**config.mk**
```make
export PLATFORM = sky130hd
export DESIGN_NAME = mioc_flop_seq
export DESIGN_NICKNAME = d
export VERILOG_FILES = /design/src/rtl/mioc_flop_seq.sv
export SDC_FILE = /design/constraint.sdc
export NUM_CORES = 1
export LEC_CHECK = 0
export CAP_MARGIN = 15
export CELL_PAD_IN_SITES_DETAIL_PLACEMENT = 1
export CELL_PAD_IN_SITES_GLOBAL_PLACEMENT = 1
export CORE_ASPECT_RATIO = 2
export CORE_MARGIN = 4
export CORE_UTILIZATION = 30
export DETAILED_ROUTE_END_ITERATION = 6
export GPL_TIMING_DRIVEN = 0
export PLACE_DENSITY_LB_ADDON = 0.08
export SLEW_MARGIN = 10
export SYNTH_ARGS = -nofsm -noshare
export SYNTH_HDL_FRONTEND = slang
export SYNTH_SLANG_ARGS = --single-unit
export TNS_END_PERCENT = 100
```
**constraint.sdc**
```tcl
create_clock -name clk -period 5.5 [get_ports clk]
set_input_delay 1.1 -clock clk [delete_from_list [all_inputs] [get_ports clk]]
set_output_delay 1.1 -clock clk [all_outputs]
set_load 0.03 [all_outputs]
```
**src/rtl/mioc_flop_seq.sv**
```systemverilog
// Pattern sequencer/checker for the mioc_flop_nmos cell: drives in1..in4 from a small
// pattern memory, waits a settle time, samples q/qbar through a synchronizer and compares them.
//
// state    | meaning
// S_IDLE   | waiting for start; pattern memory writable
// S_LOAD   | register in1..in4 from mem[addr], arm settle counter
// S_SETTLE | count down until q/qbar have settled through the synchronizer
// S_SAMPLE | capture q/qbar, compare against expectation, advance
// S_DONE   | pulse done, publish pass, park cell inputs at 0
module mioc_flop_seq #(
  parameter int AW     = 4,
  parameter int SETTLE = 8,
  parameter int CNT_W  = 8
) (
  input  logic             clk,
  input  logic             rst_n,
  input  logic             start,
  input  logic [AW:0]      num_pat,
  input  logic             pat_we,
  input  logic [AW-1:0]    pat_addr,
  input  logic [6:0]       pat_wdata,
  output logic             in1,
  output logic             in2,
  output logic             in3,
  output logic             in4,
  input  logic             q,
  input  logic             qbar,
  output logic             busy,
  output logic             done,
  output logic             pass,
  output logic [CNT_W-1:0] err_count,
  output logic [AW-1:0]    first_err_addr,
  output logic             cap_valid,
  output logic [AW-1:0]    cap_addr,
  output logic             cap_q,
  output logic             cap_qbar
);

  localparam int          DEPTH     = 1 << AW;
  localparam logic [AW:0] MAX_PAT   = (AW+1)'(DEPTH);
  localparam logic [AW:0] ONE_PAT   = (AW+1)'(1);
  localparam logic [7:0]  SETTLE_LD = 8'(SETTLE - 1);

  typedef enum logic [2:0] {
    S_IDLE,
    S_LOAD,
    S_SETTLE,
    S_SAMPLE,
    S_DONE
  } state_t;

  state_t        state;
  logic [6:0]    mem [DEPTH];
  logic [6:0]    cur_pat;
  logic [AW-1:0] addr;
  logic [AW-1:0] last_addr;
  logic [7:0]    settle_cnt;
  logic          q_s1, q_s2, qbar_s1, qbar_s2;
  logic [AW:0]   num_clamped;
  logic          mismatch;

  assign num_clamped = (num_pat > MAX_PAT) ? MAX_PAT : num_pat;
  assign cur_pat     = mem[addr];
  assign mismatch    = cur_pat[0] && ({q_s2, qbar_s2} != cur_pat[2:1]);

  // Memory keeps its contents across reset so a run can be repeated after an abort.
  always_ff @(posedge clk) begin
    if (pat_we && state == S_IDLE) mem[pat_addr] <= pat_wdata;
  end

  always_ff @(posedge clk or negedge rst_n) begin
    if (!rst_n) begin
      q_s1    <= 1'b0;
      q_s2    <= 1'b0;
      qbar_s1 <= 1'b0;
      qbar_s2 <= 1'b0;
    end else begin
      q_s1    <= q;
      q_s2    <= q_s1;
      qbar_s1 <= qbar;
      qbar_s2 <= qbar_s1;
    end
  end

  always_ff @(posedge clk or negedge rst_n) begin
    if (!rst_n) begin
      state          <= S_IDLE;
      addr           <= '0;
      last_addr      <= '0;
      settle_cnt     <= '0;
      {in1, in2, in3, in4} <= 4'b0000;
      busy           <= 1'b0;
      done           <= 1'b0;
      pass           <= 1'b0;
      err_count      <= '0;
      first_err_addr <= '0;
      cap_valid      <= 1'b0;
      cap_addr       <= '0;
      cap_q          <= 1'b0;
      cap_qbar       <= 1'b0;
    end else begin
      done      <= 1'b0;
      cap_valid <= 1'b0;
      case (state)
        S_IDLE: begin
          if (start) begin
            last_addr      <= AW'(num_clamped - ONE_PAT);
            err_count      <= '0;
            first_err_addr <= '0;
            pass           <= 1'b0;
            addr           <= '0;
            busy           <= 1'b1;
            state          <= (num_clamped == '0) ? S_DONE : S_LOAD;
          end
        end
        S_LOAD: begin
          {in1, in2, in3, in4} <= cur_pat[6:3];
          settle_cnt <= SETTLE_LD;
          state      <= S_SETTLE;
        end
        S_SETTLE: begin
          if (settle_cnt == 8'd0) state <= S_SAMPLE;
          else settle_cnt <= settle_cnt - 8'd1;
        end
        S_SAMPLE: begin
          cap_valid <= 1'b1;
          cap_addr  <= addr;
          cap_q     <= q_s2;
          cap_qbar  <= qbar_s2;
          if (mismatch) begin
            if (err_count != '1) err_count <= err_count + CNT_W'(1);
            if (err_count == '0) first_err_addr <= addr;
          end
          if (addr == last_addr) begin
            state <= S_DONE;
          end else begin
            addr  <= addr + AW'(1);
            state <= S_LOAD;
          end
        end
        S_DONE: begin
          done  <= 1'b1;
          pass  <= (err_count == '0);
          busy  <= 1'b0;
          {in1, in2, in3, in4} <= 4'b0000;
          state <= S_IDLE;
        end
        default: state <= S_IDLE;
      endcase
    end
  end

endmodule
```
* Yosys cells after proc, flatten, opt, wreduce, memory -nomap -nowiden
Memories as Yosys holds them, arrays and structs flattened. Index checks and enable logic that the tools add are counted. Widths: inputs -> output; s select.
Storage, ports and cells: memories 1, output and inout port bits 26, bits in writable memories 112, ROM bits 0, bits of input ports 22, bits in latches 0, word-level logic and storage cells 88, register bits after elaboration 49
Memories:
- mem | words 16, width 7, read ports 1, clocked after memory_dff 0, write ports 1, RTL line 53 | logic [6:0] mem [DEPTH];
Operators by class: shift operators 0, muxes and demuxes 30, add/subtract/negate cells 4, div/mod/pow operators 0, equality and inequality tests 14, magnitude comparators 1, $mul 0, reductions and logical operators 17, bitwise operators 0
Operators by type and width (count):
- $mux 8 | 4
- $pmux 8 s2 | 2
- $logic_not 8->1 | 2
- $mux 4 | 4
- $pmux 4 s2 | 2
- $ne 2x2->1 const B | 7
- $mux 3 | 4
- $pmux 1 s2 | 6
- $pmux 3 s4 | 1
- $add 8x1->8 const B | 1
- $ne 8x8->1 const B | 1
- $reduce_and 2->1 | 4
- $reduce_and 4->1 | 2
- $reduce_bool 2->1 | 4
- $sub 8x1->8 const B | 1
- $eq 3x2->1 const B | 2
- $mux 1 | 6
- $gt 5x5->1 const B | 1
- $logic_not 5->1 | 1
- $mux 5 | 1
- $add 4x1->4 const B | 1
- $eq 4x4->1 | 1
- $sub 4x1->4 const B | 1
- $eq 3x1->1 const B | 1
- other kinds (5) | 6

* Logic depth before layout (Yosys ltp)
word-level depth 6, mapped depth 8, mapped depth without buffers 8

* Worst setup path before layout
Ideal clock, no wire load.
kind in2reg, from in pat_we, to mem mem[0][0], enable pin, required time 5120 ps, stages 3, buffers on the path 0, arrival time 2076 ps, path slack 3044 ps, setup time 380 ps, path through nand2_1 -> or3_1 -> nor3_1
On the way: word-level cells in the longest chain between the ends 3
Ends and longest elaborated chain:
- from (decl) | RTL line 19 | input logic pat_we,
- $logic_and 1x1->1 | RTL line 68 | if (pat_we && state == S_IDLE) mem[pat_addr] <= pat_wdata;
- $mux 1 | RTL line 68
- $mux 1 (not written as such) | RTL line 68
- to (decl) | RTL line 53
No other way between the ends.

* Final worst setup path
from reg state[1], to mem mem[8][4], enable pin
On the way: word-level cells in the longest chain between the ends 4
Ends and longest elaborated chain:
- from (decl) | RTL line 52 | state_t state;
- from (signal assigned) | RTL line 113 | state <= (num_clamped == '0) ? S_DONE : S_LOAD;
- $logic_not 3->1 | RTL line 68
- $logic_and 1x1->1 | RTL line 68
- $mux 1 | RTL line 68
- $mux 1 (not written as such) | RTL line 68
No other way between the ends.

==> flow_summary_export.csv <==
group,metric,value,unit
setup_path,critPathCaptureType,"flop",
logic_synthesis,yosysUniqueCellTypes,48,
sta,rsz0062_at_grt,"no",
floorplanning,die_w,114,microns
logic_synthesis,yosys.area.top_type,"edfxtp_1",
clock_tree,cts_tree,"built",
grt,grt_overflow_total,0,
final_layout,syn_to_final_growth,21.7,%
grt,track_usage,14.0,%
clock_tree,htreeDepth,4,
drt,drt-initial-drc-count,125,
sta,timing.slew.headroom,30.7,%
drt,dr_total_vias,3847,
sta,worst_pin_slew,1030,ps
min_path,hold_class,"reg -> reg",
grt,grt_pass1_wl,25300,microns
power_and_ir_drop,peakVddDrop,0.228,mV
setup_path,worst_setup_path_start_kind,"flop",
setup_path,max_stage_delay,820,ps
sta,setup_viol,0,
placement,post-place-cells,755,
final_layout,final_core_util,37.0,%
setup_path,critPathKind,"reg -> reg",
setup_path,r2r-end,"mem[8][4]",
floorplanning,rows,77,
setup_path,rr_worst_depth,5,
sta,final.min_clock_period,3160,ps
logic_synthesis,synth_top_area_share,49.9,%
setup_path,cp.arrival,3210,ps
grt,grt_start_max_net_pins,34,
drt,drc,0,
logic_synthesis,synthCells,429,
setup_path,critPathBufInv,1,
sta,layout_setup_ws,2340,ps
drt,drt-total-wl,16300,microns
setup_path,worstPathRequired,5560,ps
final_layout,nFillCells,2304,
status,outcome,"complete, no violations",
drt,ant_nets,0,
sta,period_share,57.4,%
logic_synthesis,synthArstFlopShare,30.4,%
sta,hold_viol_final,0,
floorplanning,io_pins,48,
clock_tree,cts_sinks,161,
drt,drt-wirelength-per-cell,20.7,microns
placement,dp_hpwl,12100,microns
floorplanning,start_util,30.4,%
clock_tree,numCtsBuffers,17,
drt,via_per_inst,4.88,
setup_path,reg2reg_slack,2340,ps
final_layout,drive_gt1_share,17.4,%
setup_path,cp_slowest_cell,"nor3_1",
min_path,min_to,"q_s2",
min_path,hold_start,"q_s1",
floorplanning,die_y,220,microns
grt,antenna_found_initial,0,
clock_tree,clk_pin_slew,70,ps
setup_path,timing.rr.start,"state[1]",
logic_synthesis,synth_area_leaders,"edfxtp_1 (50%), dfrtp_1 (18%), mux4_2 (8.0%)",
setup_path,cp_cell_sequence,"buf_6, nor3_1, nand2_1, or3_1, nor2_1",
clock_tree,insertion_delay,430,ps
logic_synthesis,synth_edf_count,112,
clock_tree,hold_buffers,0,
clock_tree,post_cts_buffers,0,
final_layout,num_antenna_cells,0,
sta,fmax,0.317,GHz
final_layout,nets,527,
final_layout,stdcell_count,788,
floorplanning,core_area,0.0222,sq mm
logic_synthesis,ys_warn_count,0,
grt,grt_pass1_vias,4250,
setup_path,critical_path_peak_fanout,10,
placement,gp_congestion,0.765,
setup_path,startpoint,"state[1]",
floorplanning,fp.dieArea,0.0251,sq mm
clock_tree,ctsRootBufferMaster,"clkbuf_16",
logic_synthesis,synth_ff_type,"edfxtp_1",
placement,dp_slack,2210,ps
sta,tns,0,ps
run,cap_violations,0,
drt,firstDrtPassIters,4,
sta,skew,6.74,ps
logic_synthesis,synth_seq_cells,161,
min_path,hold_depth,0,
final_layout,regArea,0.00459,sq mm
sta,slew_viol_final,0,
logic_synthesis,syn_area,0.00674,sq mm
power_and_ir_drop,power.density,478,mW/mm^2
logic_synthesis,syn_avg_cell_area,15.7,sq um
setup_path,cp_top_family,"simple AND/OR/NAND/NOR gates",
clock_tree,cts.path.max_buffers,2,
clock_tree,post_cts_resized,0,
logic_synthesis,synth_nets,457,
final_layout,multi_input_area,0.00200,sq mm
placement,dpl_cell_area,0.00758,sq mm
final_layout,fin_area,0.00820,sq mm
power_and_ir_drop,leakage,3.02,nW
logic_synthesis,synth.yosys.seq_area_share,68.1,%
placement,port-buffer-count,47,
[stage by stage]
| stage | hold slack (ps) | total power [W] |
|---|---|---|
| finish | 353 | 0.00392 |
| global route | 365 | 0.00413 |
| CTS | 359 | 0.00399 |
| detailed placement | 337 | 0.00275 |
| global placement | 344 | 0.00272 |
| floorplan | 331 | 0.00232 |
[flip-flops by register name, indices dropped and copies added (netlist names), 3 cells and up]
name and count:
addr 4, state 3, last_addr 4, settle_cnt 8
cap_addr 4, mem 112, first_err_addr 4, err_count 8
[per-layer routing]
layer	share of wire, %	up-vias	global-route usage (%)
met5	0	-	0
met1	35	1979	14.0
li1	-	1767	-
met2	59	71	26.5
met3	3.2	30	3.24
met4	2.8	0	6.50
[worst max path at each step]
stage          cells after the start      endpoint  slack, ps
6_report                           5     mem[8][4]       2340
3_3_place_gp                       1  err_count[2]       1760
3_5_place_dp                       4     mem[8][3]       2210
4_1_cts                            5     mem[8][4]       2270
2_1_floorplan                      3     mem[0][0]       3040
5_1_grt                            5     mem[4][4]       2140
[area by class of cell]
cell class,count,share of cell area (%)
buffer,15,1.30
clock buffer,17,5.19
clock inverter,15,2.21
inverter,11,0.504
multi-input combinational,242,24.5
sequential,161,56.0
tap,276,4.21
timing repair buffer,51,6.14
[logic make-up after synthesis]
logic type	Yosys count	share of synthesized area (%)
flip-flops	161	68.1
AND/OR/NAND/NOR	116	7.99
adder cells (fa/ha/maj)	6	1.11
multiplexers	55	12.7
buffers and inverters	26	2.19
XOR/XNOR	15	1.95
AO/OA/AOI/OAI	50	5.93
[Yosys cell counts, types with 7 or more instances]
master,instances
nor2_1,35
o21ai_0,10
mux2i_1,27
dfrtp_1,49
edfxtp_1,112
nor3_1,8
inv_1,11
mux4_2,24
xor2_1,8
nand2_1,42
a22oi_1,9
xnor2_1,7
[placed cells by master, fill, tap and decap left out, types with 6 or more instances in the layout]
cell and n:
mux4_2 24, clkdlybuf4s50_1 46, xnor2_1 7, edfxtp_1 112, a22oi_1 9, ha_1 6
xor2_1 8, nand2_1 42, a21oi_1 6, dfrtp_1 49, mux2i_1 27, o21ai_0 10
inv_1 11, clkbuf_16 17, nor2_1 35, nor3_1 7
[where the power goes]
part / total, W / switching, W / leakage (nW) / internal, W
logic: 0.00120 / 0.000683 / 1.09 / 0.000515
registers: 0.00149 / 0.0000745 / 1.63 / 0.00142
clock network: 0.00123 / 0.000510 / 0.296 / 0.000719
Note: power is estimated with default switching activity, not from simulation.
